[src/rtl/alu_pkg.sv]
// Shared definitions for multicycle_alu: opcode values, FSM state encoding and width helpers.
package alu_pkg;

    localparam int unsigned OP_ADD  = 0;
    localparam int unsigned OP_SUB  = 1;
    localparam int unsigned OP_MULT = 2;
    localparam int unsigned OP_DIV  = 3;
    localparam int unsigned OP_MOD  = 4;
    localparam int unsigned OP_LSH  = 5;
    localparam int unsigned OP_RSH  = 6;
    localparam int unsigned OP_AND  = 7;
    localparam int unsigned OP_OR   = 8;
    localparam int unsigned OP_NOT  = 9;
    localparam int unsigned OP_EQ   = 10;
    localparam int unsigned OP_NEQ  = 11;
    localparam int unsigned OP_LT   = 12;
    localparam int unsigned OP_LTE  = 13;
    localparam int unsigned OP_BAND = 14;
    localparam int unsigned OP_BOR  = 15;
    localparam int unsigned OP_BXOR = 16;
    localparam int unsigned OP_ASR  = 17;
    localparam int unsigned OP_DIVS = 18;
    localparam int unsigned OP_MODS = 19;

    typedef enum logic {
        IDLE   = 1'b0,
        DIVIDE = 1'b1
    } aluStateT;

    function automatic int shamtWidth(input int width);
        return $clog2(width);
    endfunction

    function automatic logic isDivOp(input logic [31:0] op);
        return (op == OP_DIV) || (op == OP_MOD) || (op == OP_DIVS) || (op == OP_MODS);
    endfunction

    function automatic logic isSignedDivOp(input logic [31:0] op);
        return (op == OP_DIVS) || (op == OP_MODS);
    endfunction

    function automatic logic isModOp(input logic [31:0] op);
        return (op == OP_MOD) || (op == OP_MODS);
    endfunction

    // Unknown opcodes execute as ADD, so they share ADD's carry behaviour.
    function automatic logic isAddLike(input logic [31:0] op);
        return (op == OP_ADD) || (op > OP_MODS);
    endfunction

endpackage

[src/rtl/alu_divider.sv]
// Restoring unsigned divider, one quotient bit per cycle; start loads operands.
// Latency: WIDTH iterations after start; done is high during the final iteration, with its result on quotient/remainder.
// Backpressure: none; the caller must not pulse start while an iteration is running.
module alu_divider
    import alu_pkg::*;
#(
    parameter int WIDTH = 32
) (
    input  logic             clock,
    input  logic             reset,
    input  logic             start,
    input  logic [WIDTH-1:0] dividend,
    input  logic [WIDTH-1:0] divisor,
    output logic             done,
    output logic [WIDTH-1:0] quotient,
    output logic [WIDTH-1:0] remainder
);

    localparam int CNT_W = shamtWidth(WIDTH);
    localparam logic [CNT_W-1:0] LAST = CNT_W'(WIDTH - 1);

    logic             running;
    logic [CNT_W-1:0] count;
    logic [WIDTH-1:0] remReg;
    logic [WIDTH-1:0] quoReg;
    logic [WIDTH-1:0] divisorReg;
    logic [WIDTH:0]   shifted;
    logic [WIDTH:0]   diff;
    logic             stepFits;

    // Dividend bits shift out of quoReg into the partial remainder while quotient bits shift in.
    assign shifted   = {remReg, quoReg[WIDTH-1]};
    assign diff      = shifted - {1'b0, divisorReg};
    assign stepFits  = !diff[WIDTH];
    assign quotient  = {quoReg[WIDTH-2:0], stepFits};
    assign remainder = stepFits ? diff[WIDTH-1:0] : shifted[WIDTH-1:0];
    assign done      = running && (count == LAST);

    always_ff @(posedge clock) begin
        if (reset) begin
            running    <= 1'b0;
            count      <= '0;
            remReg     <= '0;
            quoReg     <= '0;
            divisorReg <= '0;
        end else if (start) begin
            running    <= 1'b1;
            count      <= '0;
            remReg     <= '0;
            quoReg     <= dividend;
            divisorReg <= divisor;
        end else if (running) begin
            remReg  <= remainder;
            quoReg  <= quotient;
            count   <= count + 1'b1;
            if (done) begin
                running <= 1'b0;
            end
        end
    end

endmodule

[src/rtl/multicycle_alu.sv]
// Handshaked ALU with registered result and iterative DIV/MOD; optional flag outputs under ALU_FLAGS_EN.
// Latency: 1 cycle for single-cycle ops and zero-divisor cases, DATA_WIDTH+1 cycles for divisions.
// Backpressure: result holds until outValid && outReady; inReady drops while dividing or holding an unconsumed result.
module multicycle_alu
    import alu_pkg::*;
#(
    parameter int DATA_WIDTH   = 32,
    parameter int OPCODE_WIDTH = 6
) (
    input  logic                    clock,
    input  logic                    reset,
    input  logic                    inValid,
    output logic                    inReady,
    input  logic [OPCODE_WIDTH-1:0] opCode,
    input  logic [DATA_WIDTH-1:0]   inputData1,
    input  logic [DATA_WIDTH-1:0]   inputData2,
    output logic                    outValid,
    input  logic                    outReady,
    output logic [DATA_WIDTH-1:0]   outputData,
    output logic                    divByZero,
`ifdef ALU_FLAGS_EN
    output logic                    zeroFlag,
    output logic                    negFlag,
    output logic                    carryFlag,
`endif
    output logic                    busy
);

    localparam int SHAMT_WIDTH = shamtWidth(DATA_WIDTH);
    localparam logic [DATA_WIDTH-1:0] WIDTH_LIMIT = DATA_WIDTH'(DATA_WIDTH);

    aluStateT                state;
    aluStateT                stateNext;
    logic [31:0]             opWord;
    logic                    accept;
    logic                    opIsDiv;
    logic                    divSignedOp;
    logic                    divZero;
    logic                    shiftOver;
    logic [SHAMT_WIDTH-1:0]  shamt;
    logic [DATA_WIDTH-1:0]   aluResult;
    logic [DATA_WIDTH-1:0]   dividendMag;
    logic [DATA_WIDTH-1:0]   divisorMag;
    logic                    divStart;
    logic                    divDone;
    logic [DATA_WIDTH-1:0]   divQuo;
    logic [DATA_WIDTH-1:0]   divRem;
    logic [DATA_WIDTH-1:0]   divResult;
    logic                    negQuo;
    logic                    negRem;
    logic                    modSel;
    logic                    capture;
    logic [DATA_WIDTH-1:0]   capData;
    logic                    capDbz;
    logic                    outValidNext;

    assign opWord      = 32'(opCode);
    assign inReady     = (state == IDLE) && (!outValid || outReady);
    assign accept      = inValid && inReady;
    assign busy        = (state == DIVIDE);
    assign opIsDiv     = isDivOp(opWord);
    assign divSignedOp = isSignedDivOp(opWord);
    assign divZero     = (inputData2 == '0);
    assign shiftOver   = (inputData2 >= WIDTH_LIMIT);
    assign shamt       = inputData2[SHAMT_WIDTH-1:0];

    always_comb begin
        aluResult = inputData1 + inputData2;
        case (opWord)
            OP_SUB:          aluResult = inputData1 - inputData2;
            OP_MULT:         aluResult = inputData1 * inputData2;
            OP_DIV, OP_DIVS: aluResult = '1;
            OP_MOD, OP_MODS: aluResult = inputData1;
            OP_LSH:          aluResult = shiftOver ? '0 : (inputData1 << shamt);
            OP_RSH:          aluResult = shiftOver ? '0 : (inputData1 >> shamt);
            OP_AND:          aluResult = DATA_WIDTH'((inputData1 != '0) && (inputData2 != '0));
            OP_OR:           aluResult = DATA_WIDTH'((inputData1 != '0) || (inputData2 != '0));
            OP_NOT:          aluResult = DATA_WIDTH'(inputData1 == '0);
            OP_EQ:           aluResult = DATA_WIDTH'(inputData1 == inputData2);
            OP_NEQ:          aluResult = DATA_WIDTH'(inputData1 != inputData2);
            OP_LT:           aluResult = DATA_WIDTH'($signed(inputData1) < $signed(inputData2));
            OP_LTE:          aluResult = DATA_WIDTH'($signed(inputData1) <= $signed(inputData2));
            OP_BAND:         aluResult = inputData1 & inputData2;
            OP_BOR:          aluResult = inputData1 | inputData2;
            OP_BXOR:         aluResult = inputData1 ^ inputData2;
            OP_ASR:          aluResult = shiftOver ? {DATA_WIDTH{inputData1[DATA_WIDTH-1]}}
                                                   : $unsigned($signed(inputData1) >>> shamt);
            default:         aluResult = inputData1 + inputData2;
        endcase
    end

    // MIN / -1 needs no special case: |MIN| is MIN as unsigned, and negating it wraps back to MIN.
    assign dividendMag = (divSignedOp && inputData1[DATA_WIDTH-1]) ? -inputData1 : inputData1;
    assign divisorMag  = (divSignedOp && inputData2[DATA_WIDTH-1]) ? -inputData2 : inputData2;
    assign divResult   = modSel ? (negRem ? -divRem : divRem) : (negQuo ? -divQuo : divQuo);

    alu_divider #(
        .WIDTH(DATA_WIDTH)
    ) uDivider (
        .clock    (clock),
        .reset    (reset),
        .start    (divStart),
        .dividend (dividendMag),
        .divisor  (divisorMag),
        .done     (divDone),
        .quotient (divQuo),
        .remainder(divRem)
    );

    always_ff @(posedge clock) begin
        if (reset) begin
            state <= IDLE;
        end else begin
            state <= stateNext;
        end
    end

    always_comb begin
        stateNext    = state;
        capture      = 1'b0;
        capData      = aluResult;
        capDbz       = 1'b0;
        divStart     = 1'b0;
        outValidNext = outValid;
        case (state)
            IDLE: begin
                if (outValid && outReady) begin
                    outValidNext = 1'b0;
                end
                if (accept) begin
                    if (opIsDiv && !divZero) begin
                        divStart  = 1'b1;
                        stateNext = DIVIDE;
                    end else begin
                        capture      = 1'b1;
                        capDbz       = opIsDiv;
                        outValidNext = 1'b1;
                    end
                end
            end
            DIVIDE: begin
                if (divDone) begin
                    stateNext    = IDLE;
                    capture      = 1'b1;
                    capData      = divResult;
                    outValidNext = 1'b1;
                end
            end
            default: stateNext = IDLE;
        endcase
    end

    always_ff @(posedge clock) begin
        if (reset) begin
            outValid   <= 1'b0;
            outputData <= '0;
            divByZero  <= 1'b0;
            negQuo     <= 1'b0;
            negRem     <= 1'b0;
            modSel     <= 1'b0;
        end else begin
            outValid <= outValidNext;
            if (capture) begin
                outputData <= capData;
                divByZero  <= capDbz;
            end
            if (divStart) begin
                negQuo <= divSignedOp && (inputData1[DATA_WIDTH-1] ^ inputData2[DATA_WIDTH-1]);
                negRem <= divSignedOp && inputData1[DATA_WIDTH-1];
                modSel <= isModOp(opWord);
            end
        end
    end

`ifdef ALU_FLAGS_EN
    logic [DATA_WIDTH:0] addWide;
    logic                carryNext;

    assign addWide = {1'b0, inputData1} + {1'b0, inputData2};

    always_comb begin
        carryNext = 1'b0;
        if (state == IDLE) begin
            if (opWord == OP_SUB) begin
                carryNext = (inputData1 < inputData2);
            end else if (isAddLike(opWord)) begin
                carryNext = addWide[DATA_WIDTH];
            end
        end
    end

    always_ff @(posedge clock) begin
        if (reset) begin
            zeroFlag  <= 1'b0;
            negFlag   <= 1'b0;
            carryFlag <= 1'b0;
        end else if (capture) begin
            zeroFlag  <= (capData == '0);
            negFlag   <= capData[DATA_WIDTH-1];
            carryFlag <= carryNext;
        end
    end
`endif

endmodule

[config.mk]
export PLATFORM = sky130hd
export DESIGN_NAME = multicycle_alu
export DESIGN_NICKNAME = d
export VERILOG_FILES = /design/src/rtl/alu_pkg.sv /design/src/rtl/alu_divider.sv /design/src/rtl/multicycle_alu.sv
export SDC_FILE = /design/constraint.sdc
export NUM_CORES = 2
export LEC_CHECK = 0
export BUFFER_PORTS_ARGS = -buffer_cell sky130_fd_sc_hd__buf_2
export CORE_UTILIZATION = 40
export CTS_CLUSTER_DIAMETER = 120
export CTS_CLUSTER_SIZE = 24
export DETAILED_ROUTE_END_ITERATION = 10
export PLACE_DENSITY = 0.53
export SETUP_SLACK_MARGIN = 0.4
export SLEW_MARGIN = 15
export SYNTH_ARGS = -nofsm -noshare
export SYNTH_HDL_FRONTEND = slang
export SYNTH_SLANG_ARGS = --single-unit
[constraint.sdc]
create_clock -name clock -period 9.2 [get_ports clock]
set_input_delay 0.92 -clock clock [delete_from_list [all_inputs] [get_ports clock]]
set_output_delay 0.92 -clock clock [all_outputs]
set_load 0.03 [all_outputs]
==> run_results.csv <==
group,metric,value,unit
place,portBuffers,109,
power,p_seq_share,3.7,%
timing,layout_setup_ws,0.5888,ns
grt,grt_max_degree,85,
floorplanning,core_area,88240,sq um
place,place_congestion,1.057,
clock_tree,cts_hold_buf,0,
setup_path,timing_worst_setup_path_type,"in2reg",
synth,synth-compound-area-share,20.23,%
power,p_clk_share,4.1,%
clock_tree,clkSinkCount,140,
grt,gr-total-overflow,0,
timing,drv_slew,0,
synth,synthAdderAreaFrac,32.16,%
timing,fin_crit_sh,93.60,%
timing,setup_violations,0,
final_layout,final_cell_mix,"nor2_1, inv_1, fa_1",
detailed_routing,drtAntennaViolNets,0,
clock_tree,clockBufferDepth,2,
clock_tree,cts_buffers,17,
run,max_cap_viol_count,0,
place,postPlaceCellArea,37600,sq um
hold_path,holdCritPathClass,"reg2reg",
clock_tree,cts_tree,"done",
final_layout,fillers,9136,
synth,synthXorXnorAreaFrac,5.556,%
power,p_int,0.007293,W
detailed_routing,drt_pass1_iterations,6,
timing,finalClockSkew,0.02052,ns
final_layout,final_common_cell,"nor2_1",
floorplanning,start_util,40.38,%
setup_path,crit_top_cell,"fa_1",
synth,yosysSeqAreaShare,7.867,%
setup_path,critical_path.top_delay_family,"adder cells",
floorplanning,ios,110,
power,p_sw,0.01064,W
detailed_routing,post_drt_wl_per_cell,30.73,microns
setup_path,critPathRequiredTime,9.56,ns
final_layout,syn_to_final_growth,7.350,%
timing,max_freq,0.1161,GHz
setup_path,critPathLaunchType,"primary input",
floorplanning,chipWidth,300.4,microns
setup_path,worst-path-buf-inv,4,
timing,hold_viol_final,0,
timing,max_slew.worst_pin.slew,1.167,ns
timing,rsz0062_at_grt,"no",
synth,synth_warnings,0,
detailed_routing,wirelength,175200,microns
synth,synth-main-ff-cell,"dfxtp_1",
floorplanning,die_h,300.4,microns
synth,syn_nets,5301,
grt,grt_usage,38.48,%
power,p_leak,16.47,nW
synth,postSynthAreaPerCell,7.816,sq um
synth,syn_area,35630,sq um
detailed_routing,drt-initial-drc-count,4718,
setup_path,slowest_delay,0.58,ns
setup_path,crit_fanout,10,
timing,period_needed,8.611,ns
final_layout,final_area,38250,sq um
grt,grt_pass1_wl,250800,microns
setup_path,cp_slowest_cell,"fa_1",
final_layout,final_nets,5261,
place,hpwlAfterDp,136900,microns
detailed_routing,drc,0,
clock_tree,root_buffer,"clkbuf_16",
status,status,"completed",
synth,synth-edff-count,0,
synth,synthSimpleGateAreaFrac,18.27,%
synth,synth_mux_area_share,6.834,%
detailed_routing,viasPerCell,6.366,
clock_tree,clk_pin_slew_worst_paths,0.08,ns
grt,antenna_found_initial,12,
power,vdd_drop_max,0.7730,mV
power,swShare,59.33,%
power,combPwrFrac,92.1,%
clock_tree,postCtsSetupRepairBufs,0,
final_layout,drive_above_1_share,9.976,%
synth,async_reset_ff_share,0,%
synth,synth-seq-cells,140,
power,power_density,468.9,nW/um^2
grt,grt_pass1_vias,34590,
detailed_routing,vias,36290,
timing,slew_headroom,20.20,%
timing,setup_tns,0,ns
floorplanning,rows,109,
place,preCtsSetupSlack,-0.04193,ns
synth,synth_cells,4558,
setup_path,worstPathCellList,"buf_2 -> buf_4 -> ha_1 -> fa_1 -> inv_1 -> fa_1 -> fa_1 -> fa_1 -> fa_1 -> inv_1 -> fa_1 -> fa_1 -> fa_1 -> ha_1 -> nand2b_1 -> o21ai_0 -> a32oi_1 -> o2111ai_1 -> a221oi_1 -> o2111ai_1 -> a311o_1 -> a211oi_2 -> o21ai_0 -> o211a_1",
setup_path,cp-end-kind,"flip-flop",
synth,synth_top_family_by_area,"adder cells",
floorplanning,die_area,90260,sq um
synth,synth_cell_types,111,
setup_path,cp.arrival,8.97,ns
clock_tree,htreeDepth,4,
clock_tree,worst_skew_pair.late_latency,0.47,ns
-- routing by layer --
layer | global-route usage [%] | share of wire, %
met1 | 53.96 | 41
met2 | 54.11 | 40
met3 | 8.146 | 11
met4 | 22.62 | 7.0
met5 | 0 | 0.032
-- layout make-up --
| cell class | count | area, sq um | share of cell area (%) |
|---|---|---|---|
| Inverter | 519 | 1952 | 5.104 |
| Antenna cell | 5 | 12.51 | 0.03272 |
| Sequential cell | 140 | 2806 | 7.338 |
| Timing Repair Buffer | 269 | 1757 | 4.593 |
| Clock buffer | 17 | 425.4 | 1.112 |
| Clock inverter | 15 | 191.4 | 0.5005 |
| Multi-Input combinational cell | 3571 | 29640 | 77.51 |
| Tap cell | 1165 | 1458 | 3.811 |
-- power by group through the flow --
stage / registers [W] / clock network, W / logic (W)
after floorplan: 0.000700 / 0 / 0.0111
after global placement: 0.000683 / 0 / 0.0161
after detailed placement: 0.000683 / 0 / 0.0161
after CTS: 0.000668 / 0.000747 / 0.0162
after global routing: 0.000672 / 0.000773 / 0.0177
final: 0.000670 / 0.000738 / 0.0165
-- worst paths after layout --
check | start | endpoint | slack (ns) | cells past startpoint
min reg2reg | uDivider.divisorReg[31]$_SDFFE_PP0P_ | uDivider.divisorReg[31]$_SDFFE_PP0P_ | 0.46 | 2
min | uDivider.divisorReg[31]$_SDFFE_PP0P_ | uDivider.divisorReg[31]$_SDFFE_PP0P_ | 0.46 | 2
max | inputData2[12] | outputData[24]$_SDFFE_PP0P_ | 0.59 | 24
max reg2reg | uDivider.quoReg[31]$_SDFFE_PP0P_ | outputData[28]$_SDFFE_PP0P_ | 2.72 | 22
-- synth_stat cells, drive strengths merged (37+ instances only) --
master / n / area share, %
nor3: 73 / 1.1
nand2b: 44 / 0.79
inv: 504 / 5.3
o31ai: 39 / 0.90
a31oi: 39 / 0.70
ha: 258 / 9.1
o21ai: 208 / 3.0
clkbuf: 248 / 2.6
xnor2: 168 / 4.1
nand3: 63 / 0.89
a21oi: 230 / 3.3
nor2: 678 / 7.1
fa: 411 / 23
a211oi: 137 / 3.0
dfxtp: 140 / 7.9
mux2i: 97 / 2.7
mux4: 57 / 3.6
buf: 80 / 1.0
nand2: 382 / 4.0
a22oi: 37 / 0.78
xor2: 58 / 1.4
-- cell families (layout without fill, tap and decap cells) --
logic type | count (synthesis) | after routing
AO/OA/AOI/OAI | 1042 | 1042
XOR/XNOR | 226 | 226
adder cells (fa/ha/maj) | 669 | 669
buffers and inverters | 847 | 820
flip-flops | 140 | 140
multiplexers | 170 | 170
other | 0 | 5
AND/OR/NAND/NOR | 1464 | 1464
-- worst reg2reg max path: cells and delay by family, from the launching register on --
family	cells	cell delay [ns]
AOI/OAI and AO/OA	10	3.26
and+or+nand+nor	4	1.13
adders and majority gates	3	0.89
buffers and inverters	4	0.62
DFF	1	0.35
xor gates and xnor gates	1	0.11
-- repair_timing --
action	in CTS	in global routing
endpoints found under the setup margin	0	1
hold endpoints to repair	0	0
resized for setup	0	2
-- sequential cells by signal, summed over array words and instances (netlist names) --
| register | flops |
|---|---|
| outputData | 32 |
| uDivider.count | 5 |
| negRem | 1 |
| uDivider.running | 1 |
| negQuo | 1 |
| outValid | 1 |
| uDivider.quoReg | 32 |
| uDivider.divisorReg | 32 |
| uDivider.remReg | 32 |
| modSel | 1 |
| divByZero | 1 |
| busy | 1 |
-- through the flow --
step / power [W] / cells / utilization, % / hold slack [ns]
CTS: 0.01763 / 5696 / 43.31 / 0.4588
global route: 0.01916 / 5698 / 43.33 / 0.4880
finish: 0.01793 / 5701 / 43.34 / 0.4568
global placement: 0.01675 / 5664 / 42.61 / 0.4493
detailed placement: 0.01679 / 5664 / 42.61 / 0.4490
floorplan: 0.01178 / 4558 / - / 0.4319
Power figures use the tool's default switching activity.
